--- config.mk ---
export PLATFORM = sky130hd
export DESIGN_NAME = mem_port_arbiter_flat
export DESIGN_NICKNAME = d
export VERILOG_FILES = /design/src/rtl/mem_port_arbiter_if.sv /design/src/rtl/mem_port_arbiter.sv /design/src/flat_wrapper.sv
export SDC_FILE = /design/constraint.sdc
export NUM_CORES = 1
export LEC_CHECK = 0
export CORE_AREA = 2 2 108 110
export CTS_CLUSTER_SIZE = 12
export DETAILED_ROUTE_END_ITERATION = 16
export DIE_AREA = 0 0 110 112
export PLACE_DENSITY = 0.8
export SETUP_SLACK_MARGIN = 0.1
export SLEW_MARGIN = 30
export SYNTH_ARGS = -nofsm -noshare
export SYNTH_HDL_FRONTEND = slang
export SYNTH_SLANG_ARGS = --single-unit
--- constraint.sdc ---
create_clock -name clk -period 3.45 [get_ports clk]
set_input_delay 0.69 -clock clk [delete_from_list [all_inputs] [get_ports clk]]
set_output_delay 0.69 -clock clk [all_outputs]
set_load 0.05 [all_outputs]
--- src/rtl/mem_port_arbiter_if.sv ---
// Memory-side req/gnt/rvalid bus of the unified instruction/data memory port.
// master: arbiter side; slave: memory side.
interface mem_port_arbiter_if #(
    parameter int unsigned ADDR_WIDTH = 32,
    parameter int unsigned DATA_WIDTH = 32
);
    logic                  mem_req_o;
    logic                  mem_we_o;
    logic [3:0]            mem_be_o;
    logic [ADDR_WIDTH-1:0] mem_addr_o;
    logic [DATA_WIDTH-1:0] mem_wdata_o;
    logic                  mem_gnt_i;
    logic                  mem_rvalid_i;
    logic [DATA_WIDTH-1:0] mem_rdata_i;

    modport master (
        output mem_req_o, mem_we_o, mem_be_o, mem_addr_o, mem_wdata_o,
        input  mem_gnt_i, mem_rvalid_i, mem_rdata_i
    );

    modport slave (
        input  mem_req_o, mem_we_o, mem_be_o, mem_addr_o, mem_wdata_o,
        output mem_gnt_i, mem_rvalid_i, mem_rdata_i
    );
endinterface

--- src/rtl/mem_port_arbiter.sv ---
// Arbitrates the fetch (IF) and data (MEM) stages onto one single-port memory, data first.
// Optional MEM_ARB_PERF_CNT_EN adds saturating stall-cycle counters.
module mem_port_arbiter #(
    parameter int unsigned ADDR_WIDTH     = 32,
    parameter int unsigned DATA_WIDTH     = 32,
    parameter int unsigned MAX_DATA_BURST = 4
) (
    input  logic                  clk,
    input  logic                  rst,
    input  logic                  IF_req_i,
    input  logic [ADDR_WIDTH-1:0] IF_addr_i,
    input  logic                  IF_flush_i,
    output logic [DATA_WIDTH-1:0] IF_rdata_o,
    output logic                  IF_rvalid_o,
    output logic                  IF_stall_o,
    input  logic                  MEM_req_i,
    input  logic                  MEM_we_i,
    input  logic [3:0]            MEM_be_i,
    input  logic [ADDR_WIDTH-1:0] MEM_addr_i,
    input  logic [DATA_WIDTH-1:0] MEM_wdata_i,
    output logic [DATA_WIDTH-1:0] MEM_rdata_o,
    output logic                  MEM_rvalid_o,
    output logic                  MEM_stall_o,
`ifdef MEM_ARB_PERF_CNT_EN
    output logic [31:0]           perf_if_stall_o,
    output logic [31:0]           perf_mem_stall_o,
`endif
    mem_port_arbiter_if.master    mem
);
    typedef enum logic [1:0] {ST_IDLE, ST_REQ, ST_RESP} state_t;
    typedef enum logic {OWN_IF, OWN_MEM} owner_t;

    localparam logic [3:0] BURST_MAX = 4'(MAX_DATA_BURST);

    state_t                r_state;
    owner_t                r_owner;
    logic                  r_drop;
    logic [3:0]            r_starve_cnt;
    logic                  r_req;
    logic                  r_we;
    logic [3:0]            r_be;
    logic [ADDR_WIDTH-1:0] r_addr;
    logic [DATA_WIDTH-1:0] r_wdata;

    logic w_idle;
    logic w_mem_win;
    logic w_if_win;
    logic w_resp;
    logic w_if_flush_hit;

    assign w_idle    = (r_state == ST_IDLE);
    assign w_mem_win = w_idle & MEM_req_i & (~IF_req_i | (r_starve_cnt < BURST_MAX));
    assign w_if_win  = w_idle & ~w_mem_win & IF_req_i;
    assign w_resp    = (r_state == ST_RESP) & mem.mem_rvalid_i;
    assign w_if_flush_hit = (r_owner == OWN_IF) & IF_flush_i;

    // A flush landing in the response cycle itself still kills the delivery.
    assign IF_rvalid_o  = w_resp & (r_owner == OWN_IF) & ~r_drop & ~IF_flush_i;
    assign MEM_rvalid_o = w_resp & (r_owner == OWN_MEM);
    assign IF_rdata_o   = mem.mem_rdata_i;
    assign MEM_rdata_o  = mem.mem_rdata_i;
    assign IF_stall_o   = IF_req_i & ~IF_rvalid_o;
    assign MEM_stall_o  = MEM_req_i & ~MEM_rvalid_o;

    assign mem.mem_req_o   = r_req;
    assign mem.mem_we_o    = r_we;
    assign mem.mem_be_o    = r_be;
    assign mem.mem_addr_o  = r_addr;
    assign mem.mem_wdata_o = r_wdata;

    always_ff @(posedge clk) begin
        if (rst) begin
            r_state      <= ST_IDLE;
            r_owner      <= OWN_IF;
            r_drop       <= 1'b0;
            r_starve_cnt <= '0;
            r_req        <= 1'b0;
            r_we         <= 1'b0;
            r_be         <= '0;
            r_addr       <= '0;
            r_wdata      <= '0;
        end else begin
            case (r_state)
                ST_IDLE: begin
                    if (w_mem_win) begin
                        r_owner <= OWN_MEM;
                        r_req   <= 1'b1;
                        r_we    <= MEM_we_i;
                        r_be    <= MEM_be_i;
                        r_addr  <= MEM_addr_i;
                        r_wdata <= MEM_wdata_i;
                        r_state <= ST_REQ;
                    end else if (w_if_win) begin
                        r_owner <= OWN_IF;
                        r_req   <= 1'b1;
                        r_we    <= 1'b0;
                        r_be    <= 4'hF;
                        r_addr  <= IF_addr_i;
                        r_wdata <= '0;
                        r_state <= ST_REQ;
                    end
                end
                ST_REQ: begin
                    if (mem.mem_gnt_i) begin
                        r_req   <= 1'b0;
                        r_state <= ST_RESP;
                    end
                    if (w_if_flush_hit) begin
                        r_drop <= 1'b1;
                    end
                end
                ST_RESP: begin
                    if (mem.mem_rvalid_i) begin
                        r_drop  <= 1'b0;
                        r_state <= ST_IDLE;
                    end else if (w_if_flush_hit) begin
                        r_drop <= 1'b1;
                    end
                end
                default: r_state <= ST_IDLE;
            endcase

            if (!IF_req_i || w_if_win) begin
                r_starve_cnt <= '0;
            end else if (w_mem_win && (r_starve_cnt < BURST_MAX)) begin
                r_starve_cnt <= r_starve_cnt + 4'd1;
            end
        end
    end

`ifdef MEM_ARB_PERF_CNT_EN
    logic [31:0] r_perf_if;
    logic [31:0] r_perf_mem;

    always_ff @(posedge clk) begin
        if (rst) begin
            r_perf_if  <= '0;
            r_perf_mem <= '0;
        end else begin
            if (IF_stall_o && (r_perf_if != '1)) begin
                r_perf_if <= r_perf_if + 32'd1;
            end
            if (MEM_stall_o && (r_perf_mem != '1)) begin
                r_perf_mem <= r_perf_mem + 32'd1;
            end
        end
    end

    assign perf_if_stall_o  = r_perf_if;
    assign perf_mem_stall_o = r_perf_mem;
`endif
endmodule

--- src/flat_wrapper.sv ---
// flat-port wrapper written by rule: the top's interface ports become plain ports
module mem_port_arbiter_flat 
#(
    parameter int unsigned ADDR_WIDTH     = 32,
    parameter int unsigned DATA_WIDTH     = 32,
    parameter int unsigned MAX_DATA_BURST = 4
)
  (clk, rst, IF_req_i, IF_addr_i, IF_flush_i, IF_rdata_o, IF_rvalid_o, IF_stall_o, MEM_req_i, MEM_we_i, MEM_be_i, MEM_addr_i, MEM_wdata_i, MEM_rdata_o, MEM_rvalid_o, MEM_stall_o, mem_mem_req_o, mem_mem_we_o, mem_mem_be_o, mem_mem_addr_o, mem_mem_wdata_o, mem_mem_gnt_i, mem_mem_rvalid_i, mem_mem_rdata_i);
  mem_port_arbiter_if #(.ADDR_WIDTH(ADDR_WIDTH), .DATA_WIDTH(DATA_WIDTH)) mem_i ();
  input  logic clk;
  input  logic rst;
  input  logic IF_req_i;
  input  logic [ADDR_WIDTH-1:0] IF_addr_i;
  input  logic IF_flush_i;
  output logic [DATA_WIDTH-1:0] IF_rdata_o;
  output logic IF_rvalid_o;
  output logic IF_stall_o;
  input  logic MEM_req_i;
  input  logic MEM_we_i;
  input  logic [3:0] MEM_be_i;
  input  logic [ADDR_WIDTH-1:0] MEM_addr_i;
  input  logic [DATA_WIDTH-1:0] MEM_wdata_i;
  output logic [DATA_WIDTH-1:0] MEM_rdata_o;
  output logic MEM_rvalid_o;
  output logic MEM_stall_o;
  output wire logic [$bits(mem_i.mem_req_o)-1:0] mem_mem_req_o;
  output wire logic [$bits(mem_i.mem_we_o)-1:0] mem_mem_we_o;
  output wire logic [$bits(mem_i.mem_be_o)-1:0] mem_mem_be_o;
  output wire logic [$bits(mem_i.mem_addr_o)-1:0] mem_mem_addr_o;
  output wire logic [$bits(mem_i.mem_wdata_o)-1:0] mem_mem_wdata_o;
  input wire logic [$bits(mem_i.mem_gnt_i)-1:0] mem_mem_gnt_i;
  input wire logic [$bits(mem_i.mem_rvalid_i)-1:0] mem_mem_rvalid_i;
  input wire logic [$bits(mem_i.mem_rdata_i)-1:0] mem_mem_rdata_i;
  assign mem_mem_req_o = mem_i.mem_req_o;
  assign mem_mem_we_o = mem_i.mem_we_o;
  assign mem_mem_be_o = mem_i.mem_be_o;
  assign mem_mem_addr_o = mem_i.mem_addr_o;
  assign mem_mem_wdata_o = mem_i.mem_wdata_o;
  assign mem_i.mem_gnt_i = mem_mem_gnt_i;
  assign mem_i.mem_rvalid_i = mem_mem_rvalid_i;
  assign mem_i.mem_rdata_i = mem_mem_rdata_i;
  mem_port_arbiter #(.ADDR_WIDTH(ADDR_WIDTH), .DATA_WIDTH(DATA_WIDTH), .MAX_DATA_BURST(MAX_DATA_BURST)) u_core (.clk(clk), .rst(rst), .IF_req_i(IF_req_i), .IF_addr_i(IF_addr_i), .IF_flush_i(IF_flush_i), .IF_rdata_o(IF_rdata_o), .IF_rvalid_o(IF_rvalid_o), .IF_stall_o(IF_stall_o), .MEM_req_i(MEM_req_i), .MEM_we_i(MEM_we_i), .MEM_be_i(MEM_be_i), .MEM_addr_i(MEM_addr_i), .MEM_wdata_i(MEM_wdata_i), .MEM_rdata_o(MEM_rdata_o), .MEM_rvalid_o(MEM_rvalid_o), .MEM_stall_o(MEM_stall_o), .mem(mem_i));
endmodule
==> impl_metrics.toml, run 1 <==
[grt]
antenna_found_initial = 0
grt_max_degree = 53
grt_pass1_wl_um = 17520
grt_pass1_vias = 3515
grt_overflow = 0
grtUsageTotal = 0.1797

[pwr]
vdd_drop_max_v = 0.0003781
p_int_uw = 2214
p_sw_uw = 1561
finalPower_uw = 3775
sw_frac_of_total = 0.4136
power_frac_seq = 0.313
power_density_nw_per_um2 = 689.0
combPwrFrac = 0.458
p_clk_frac = 0.229
leakagePower_uw = 0.001958

[clock_network]
cts-root-buf = "clkbuf_16"
cts_buffers = 9
clock_latency_ns = 0.33
cts_buffer_depth = 2
cts_tree = "yes"
htree_levels = 3
postCtsSetupRepairBufs = 0
cts_sinks = 78
hold_buffers = 0
path_clk_slew_ns = 0.06
cts-resized-gates = 0

[yosys]
synth_area_leaders = "dfxtp_1 (41%), buf_4 (13%), a32oi_1 (7.6%), nor2_1 (7.6%), a311oi_1 (7.4%)"
synth_cells = 439
synth_common_cells = "dfxtp_1 (78), nor2_1 (77), buf_4 (67)"
synth_fp_nets = 584
synth_area_um2 = 3782
seq_area_frac_synth = 0.4128
yosysWarnings = 0
synth_edf_count = 0
synthFlopType = "dfxtp_1"
yosysUniqueCellTypes = 37
synth-seq-cells = 78
synth_area_leader_cell = "dfxtp_1"
synth_top_area_frac = 0.4128
yosysMostFrequentCell = "dfxtp_1"
synthArstFlopShare = 0
synth_area_per_cell_um2 = 8.616

[floorplanning]
row_count = 39
start_util = 0.3385
io_pins = 278
fp.dieW_um = 110
die_h_um = 112
die-area_um2 = 12320
core_um2 = 11170

[outcome]
outcome = "finished, final reports clean"

[routing]
drtPass1Iterations = 4
drc = 0
wl_per_cell_um = 16.74
routed_wl_um = 11420
vias = 3666
vias_per_cell = 5.375
drt_iter0_drc = 298
antenna_left = 0

[timing]
fin_crit_sh = 0.8725
worstMarginPinSlew_ns = 0.8146
finalSetupTns_ns = 0
setup_viol = 0
timing.fmax_ghz = 0.3322
fin_worst_skew_ns = 0.006557
final_hold_viol_count = 0
relSlewSlack = 0.4569
drv_slew = 0
timing.final.crit_period_ns = 3.010
final.setup.worst_slack_ns = 0.4399
rsz0062_at_grt = "no"
hold_slack_ns = 0.4928

[critical_path]
r2r_start = "u_core.r_state[0]"
crit_path_start_kind = "input port"
reg2reg_slack_ns = 1.31
path_class = "input port to primary output"
path_max_fanout = 3
crit_start = "mem_mem_rvalid_i"
cp.required_ns = 2.76
end_kind = "primary output"
worstPathArrival_ns = 2.32

[layout]
regArea_um2 = 1562
antenna_cells = 0
nets = 679
multiInputGateArea_um2 = 1521
drive_above_1_share = 0.06308
nFillCells = 1038
syn_to_final_growth_pct = 44.86

[run]
drv_cap = 0

[place]
gp_congestion = 0.7956
port_buffers = 181
place_hpwl_um = 7995
post-place-ws_ns = 0.4269

[hold_path]
hp-start = "u_core.mem.mem_wdata_o[25]"
hp-class = "flip-flop to flip-flop"
-- worst max-delay path, cell delays in order --
cell and delay, ns:
clkdlybuf4s50_1 0.50, nand2_1 0.09, nor4_2 0.18, clkdlybuf4s50_1 0.86
-- cells by family (layout without fill, tap and decap cells) --
logic type / Yosys count / after routing / share of synthesized area
AO/OA/AOI/OAI: 114 / 114 / 0.2253
XOR/XNOR: 1 / 1 / 0.002316
adder cells (fa/ha/maj): 5 / 5 / 0.01654
buffers and inverters: 113 / 213 / 0.1909
flip-flops: 78 / 78 / 0.4128
multiplexers: 1 / 1 / 0.002646
AND/OR/NAND/NOR: 127 / 127 / 0.1495
-- area by class of cell --
type | count | area share
Sequential cell | 78 | 0.2850
Inverter | 8 | 0.005481
Multi-Input combinational cell | 248 | 0.2777
Timing Repair Buffer | 189 | 0.3485
Clock inverter | 5 | 0.006394
Clock buffer | 11 | 0.04430
Tap cell | 143 | 0.03266
-- metrics by stage --
stage | instances | cell area, um2 | util
2_1_floorplan | 439 | 3789 | -
4_1_cts | 682 | 5477 | 0.4901
5_1_grt | 682 | 5479 | 0.4903
3_5_place_dp | 666 | 5199 | 0.4652
6_report | 682 | 5479 | 0.4903
3_3_place_gp | 665 | 5171 | 0.4628
-- state kept, by name, indices dropped and copies added, names as in the netlist --
| name | flops |
|---|---|
| u_core.mem.mem_addr_o | 32 |
| u_core.mem.mem_wdata_o | 32 |
| u_core.mem.mem_be_o | 4 |
| u_core.r_starve_cnt | 4 |
| u_core.r_state | 2 |
| u_core.mem.mem_req_o | 1 |
| u_core.mem.mem_we_o | 1 |
| u_core.r_drop | 1 |
| u_core.r_owner | 1 |
-- per-layer routing --
metal	global-route usage	part of all wire	vias up
li1	-	-	1709
met1	0.2117	0.40	1718
met2	0.3080	0.49	214
met3	0.04333	0.094	25
met4	0.07257	0.016	0
met5	0	0	-
-- path summary, 6_finish.rpt --
check | to | cells past startpoint
setup reg to reg | u_core.mem.mem_addr_o[8] | 5
hold / removal | u_core.mem.mem_wdata_o[25] | 2
hold reg to reg | u_core.mem.mem_wdata_o[25] | 2
setup / recovery | IF_rvalid_o | 4
-- power by group through the flow --
stage | Sequential (uW) | Combinational, uW | Clock [uW]
global route | 1200 | 1840 | 939
finish | 1180 | 1730 | 866
CTS | 1180 | 1730 | 897
global placement | 1190 | 1700 | 0
detailed placement | 1200 | 1730 | 0
floorplan | 1760 | 780 | 0
-- layout by cell type, fill, tap and decap left out, types with 2 or more instances in the layout --
cell type	Yosys	final
a311oi_1	32	32
a21oi_1	4	4
clkbuf_16	0	9
nor2_1	77	77
o31ai_1	2	2
ha_1	5	5
o21ai_1	4	3
dfxtp_1	78	78
buf_12	0	2
clkdlybuf4s50_1	0	179
or4b_1	2	2
a32oi_1	33	33
nand3_1	31	31
inv_1	8	8
buf_4	67	6
o21ai_0	30	30
nor3_1	8	8
nor2b_1	2	2
o21a_2	1	2
clkinvlp_4	0	4
Note: power is estimated with default switching activity, not from simulation.
==> inputs of run 2 (changes only) <==
--- a/config.mk
+++ b/config.mk
@@ -5,11 +5,13 @@
 export SDC_FILE = /design/constraint.sdc
 export NUM_CORES = 1
 export LEC_CHECK = 0
-export CORE_AREA = 2 2 108 110
+export ABC_AREA = 1
+export ABC_CLOCK_PERIOD_IN_PS = 2400
+export CORE_MARGIN = 2
+export CORE_UTILIZATION = 32
 export CTS_CLUSTER_SIZE = 12
 export DETAILED_ROUTE_END_ITERATION = 16
-export DIE_AREA = 0 0 110 112
-export PLACE_DENSITY = 0.8
+export PLACE_DENSITY = 0.78
 export SETUP_SLACK_MARGIN = 0.1
 export SLEW_MARGIN = 30
 export SYNTH_ARGS = -nofsm -noshare
==> constraint.sdc (replaced) <==
create_clock -name clk -period 2.4 [get_ports clk]
set_input_delay 0.48 -clock clk [delete_from_list [all_inputs] [get_ports clk]]
set_output_delay 0.48 -clock clk [all_outputs]
set_load 0.05 [all_outputs]
==> impl_metrics.toml, run 2 <==
[yosys]
synth_top_area_frac = 0.3975
synth_area_leaders = "dfxtp_1 (40%), nand2_1 (14%), buf_4 (12%), nand3_1 (8.8%), nor2_1 (8.0%)"
synth_cells = 576
synth_common_cells = "nand2_1 (146), nor2_1 (84), dfxtp_1 (78)"
synth_area_um2 = 3929
yosysMostFrequentCell = "nand2_1"
synthArstFlopShare = 0
yosysWarnings = 0
synth-seq-cells = 78
synth_fp_nets = 721
synth_area_leader_cell = "dfxtp_1"
synthFlopType = "dfxtp_1"
synth_area_per_cell_um2 = 6.821
synth_edf_count = 0
seq_area_frac_synth = 0.3975
yosysUniqueCellTypes = 21

[critical_path]
path_class = "flip-flop to primary output"
path_max_fanout = 4
worstPathArrival_ns = 1.60
cp.required_ns = 1.92
r2r_cells = 9
end_kind = "primary output"
crit_path_start_kind = "flip-flop"

[pwr]
p_clk_frac = 0.202
power_frac_seq = 0.262
power_density_nw_per_um2 = 1245
p_sw_uw = 3226
p_int_uw = 3914
sw_frac_of_total = 0.4518
vdd_drop_max_v = 0.0006197
leakagePower_uw = 0.002522
finalPower_uw = 7141
combPwrFrac = 0.536

[place]
dp_cells = 815
port_buffers = 181
place_hpwl_um = 7275
gp_congestion = 0.7657

[timing]
hold_slack_ns = 0.4527
fin_crit_sh = 0.8656
fin_worst_skew_ns = 0.007119
timing.final.crit_period_ns = 2.078
worstMarginPinSlew_ns = 0.5800
rsz0062_at_grt = "no"
relSlewSlack = 0.6121
setup_viol = 0
finalSetupTns_ns = 0
drv_slew = 0
timing.fmax_ghz = 0.4813
final_hold_viol_count = 0

[clock_network]
cts_tree = "yes"
clock_latency_ns = 0.34
htree_levels = 3
path_clk_slew_ns = 0.05
cts_sinks = 78
cts_buffers = 9
cts_buffer_depth = 2
cts-resized-gates = 0
cts-root-buf = "clkbuf_16"
postCtsSetupRepairBufs = 0
hold_buffers = 0

[routing]
routed_wl_um = 10300
drc = 0
wl_per_cell_um = 12.39
vias = 3714
antenna_left = 0
drtPass1Iterations = 5
vias_per_cell = 4.469
drt_iter0_drc = 182

[grt]
grt_pass1_wl_um = 16130
antenna_found_initial = 0
grt_max_degree = 68
grtUsageTotal = 0.1557
grt_overflow = 0
grt_pass1_vias = 3394

[layout]
drive_above_1_share = 0.04825
syn_to_final_growth_pct = 45.96
nFillCells = 1190
fin_util = 0.4774
final_cell_mix = "clkdlybuf4s50_1 (176), nand2_1 (146), nor2_1 (84)"
stdcell_count = 831
nets = 824
antenna_cells = 0
multiInputGateArea_um2 = 1551
final_common_cell = "clkdlybuf4s50_1"
regArea_um2 = 1562

[floorplanning]
core_um2 = 12010
die-area_um2 = 13180
io_pins = 278
start_util = 0.3271
row_count = 40
fp.dieW_um = 114.8
die_h_um = 114.8

[run]
drv_cap = 0

[hold_path]
hp-class = "flip-flop to flip-flop"
min_delay_path_depth = 2

[outcome]
outcome = "finished, final reports clean"
==> run 2: power groups by stage <==
| stage | logic, uW | registers (uW) | clock network (uW) |
|---|---|---|---|
| after global routing | 4160 | 1920 | 1560 |
| final | 3830 | 1870 | 1450 |
| after CTS | 3880 | 1870 | 1500 |
| after floorplan | 1720 | 3090 | 0 |
| after global placement | 3830 | 1890 | 0 |
| after detailed placement | 3870 | 1900 | 0 |
==> run 2: path summary, 6_finish.rpt <==
check	from	to	slack, ns
max	u_core.r_state[0]	IF_stall_o	0.32
min	u_core.r_starve_cnt[3]	u_core.r_starve_cnt[3]	0.45
max reg2reg	u_core.r_state[0]	u_core.r_starve_cnt[2]	0.71
min reg2reg	u_core.r_starve_cnt[3]	u_core.r_starve_cnt[3]	0.45
==> run 2: area by class of cell <==
cell class | instances | area share
Tap cell | 147 | 0.03207
Multi-Input combinational cell | 352 | 0.2706
Timing Repair Buffer | 187 | 0.3365
Inverter | 51 | 0.03338
Clock inverter | 4 | 0.01222
Sequential cell | 78 | 0.2723
Clock buffer | 12 | 0.04298
==> run 2: cells by family (layout without fill, tap and decap cells) <==
logic type,after synthesis,in the layout,synth area share
simple gates,301,301,0.3108
buf+inv,146,254,0.2115
flops,78,78,0.3975
compound gates,45,45,0.06211
fa+ha+maj,5,5,0.01592
xor+xnor,1,1,0.002230
==> run 2: per-stage QoR <==
| step | area, um2 | worst slack, ns |
|---|---|---|
| finish | 5734 | 0.3225 |
| global route | 5734 | 0.2183 |
| CTS | 5734 | 0.2908 |
| detailed placement | 5418 | 0.3382 |
| global placement | 5418 | 0.3456 |
| floorplan | 3944 | 0.2723 |
==> run 2: routing by layer <==
metal	up-vias	track usage	part of all wire
met5	-	0	0
met4	0	0.08594	0.031
met3	32	0.06273	0.10
met2	159	0.2544	0.45
met1	1599	0.1736	0.41
li1	1924	-	-
==> run 2: critical path: stages, from the launching register on <==
cell and delay, ns:
dfxtp_1 0.31, inv_1 0.13, ha_1 0.21, nand2_1 0.13, nor4_4 0.23, nor2_1 0.07
buf_4 0.19
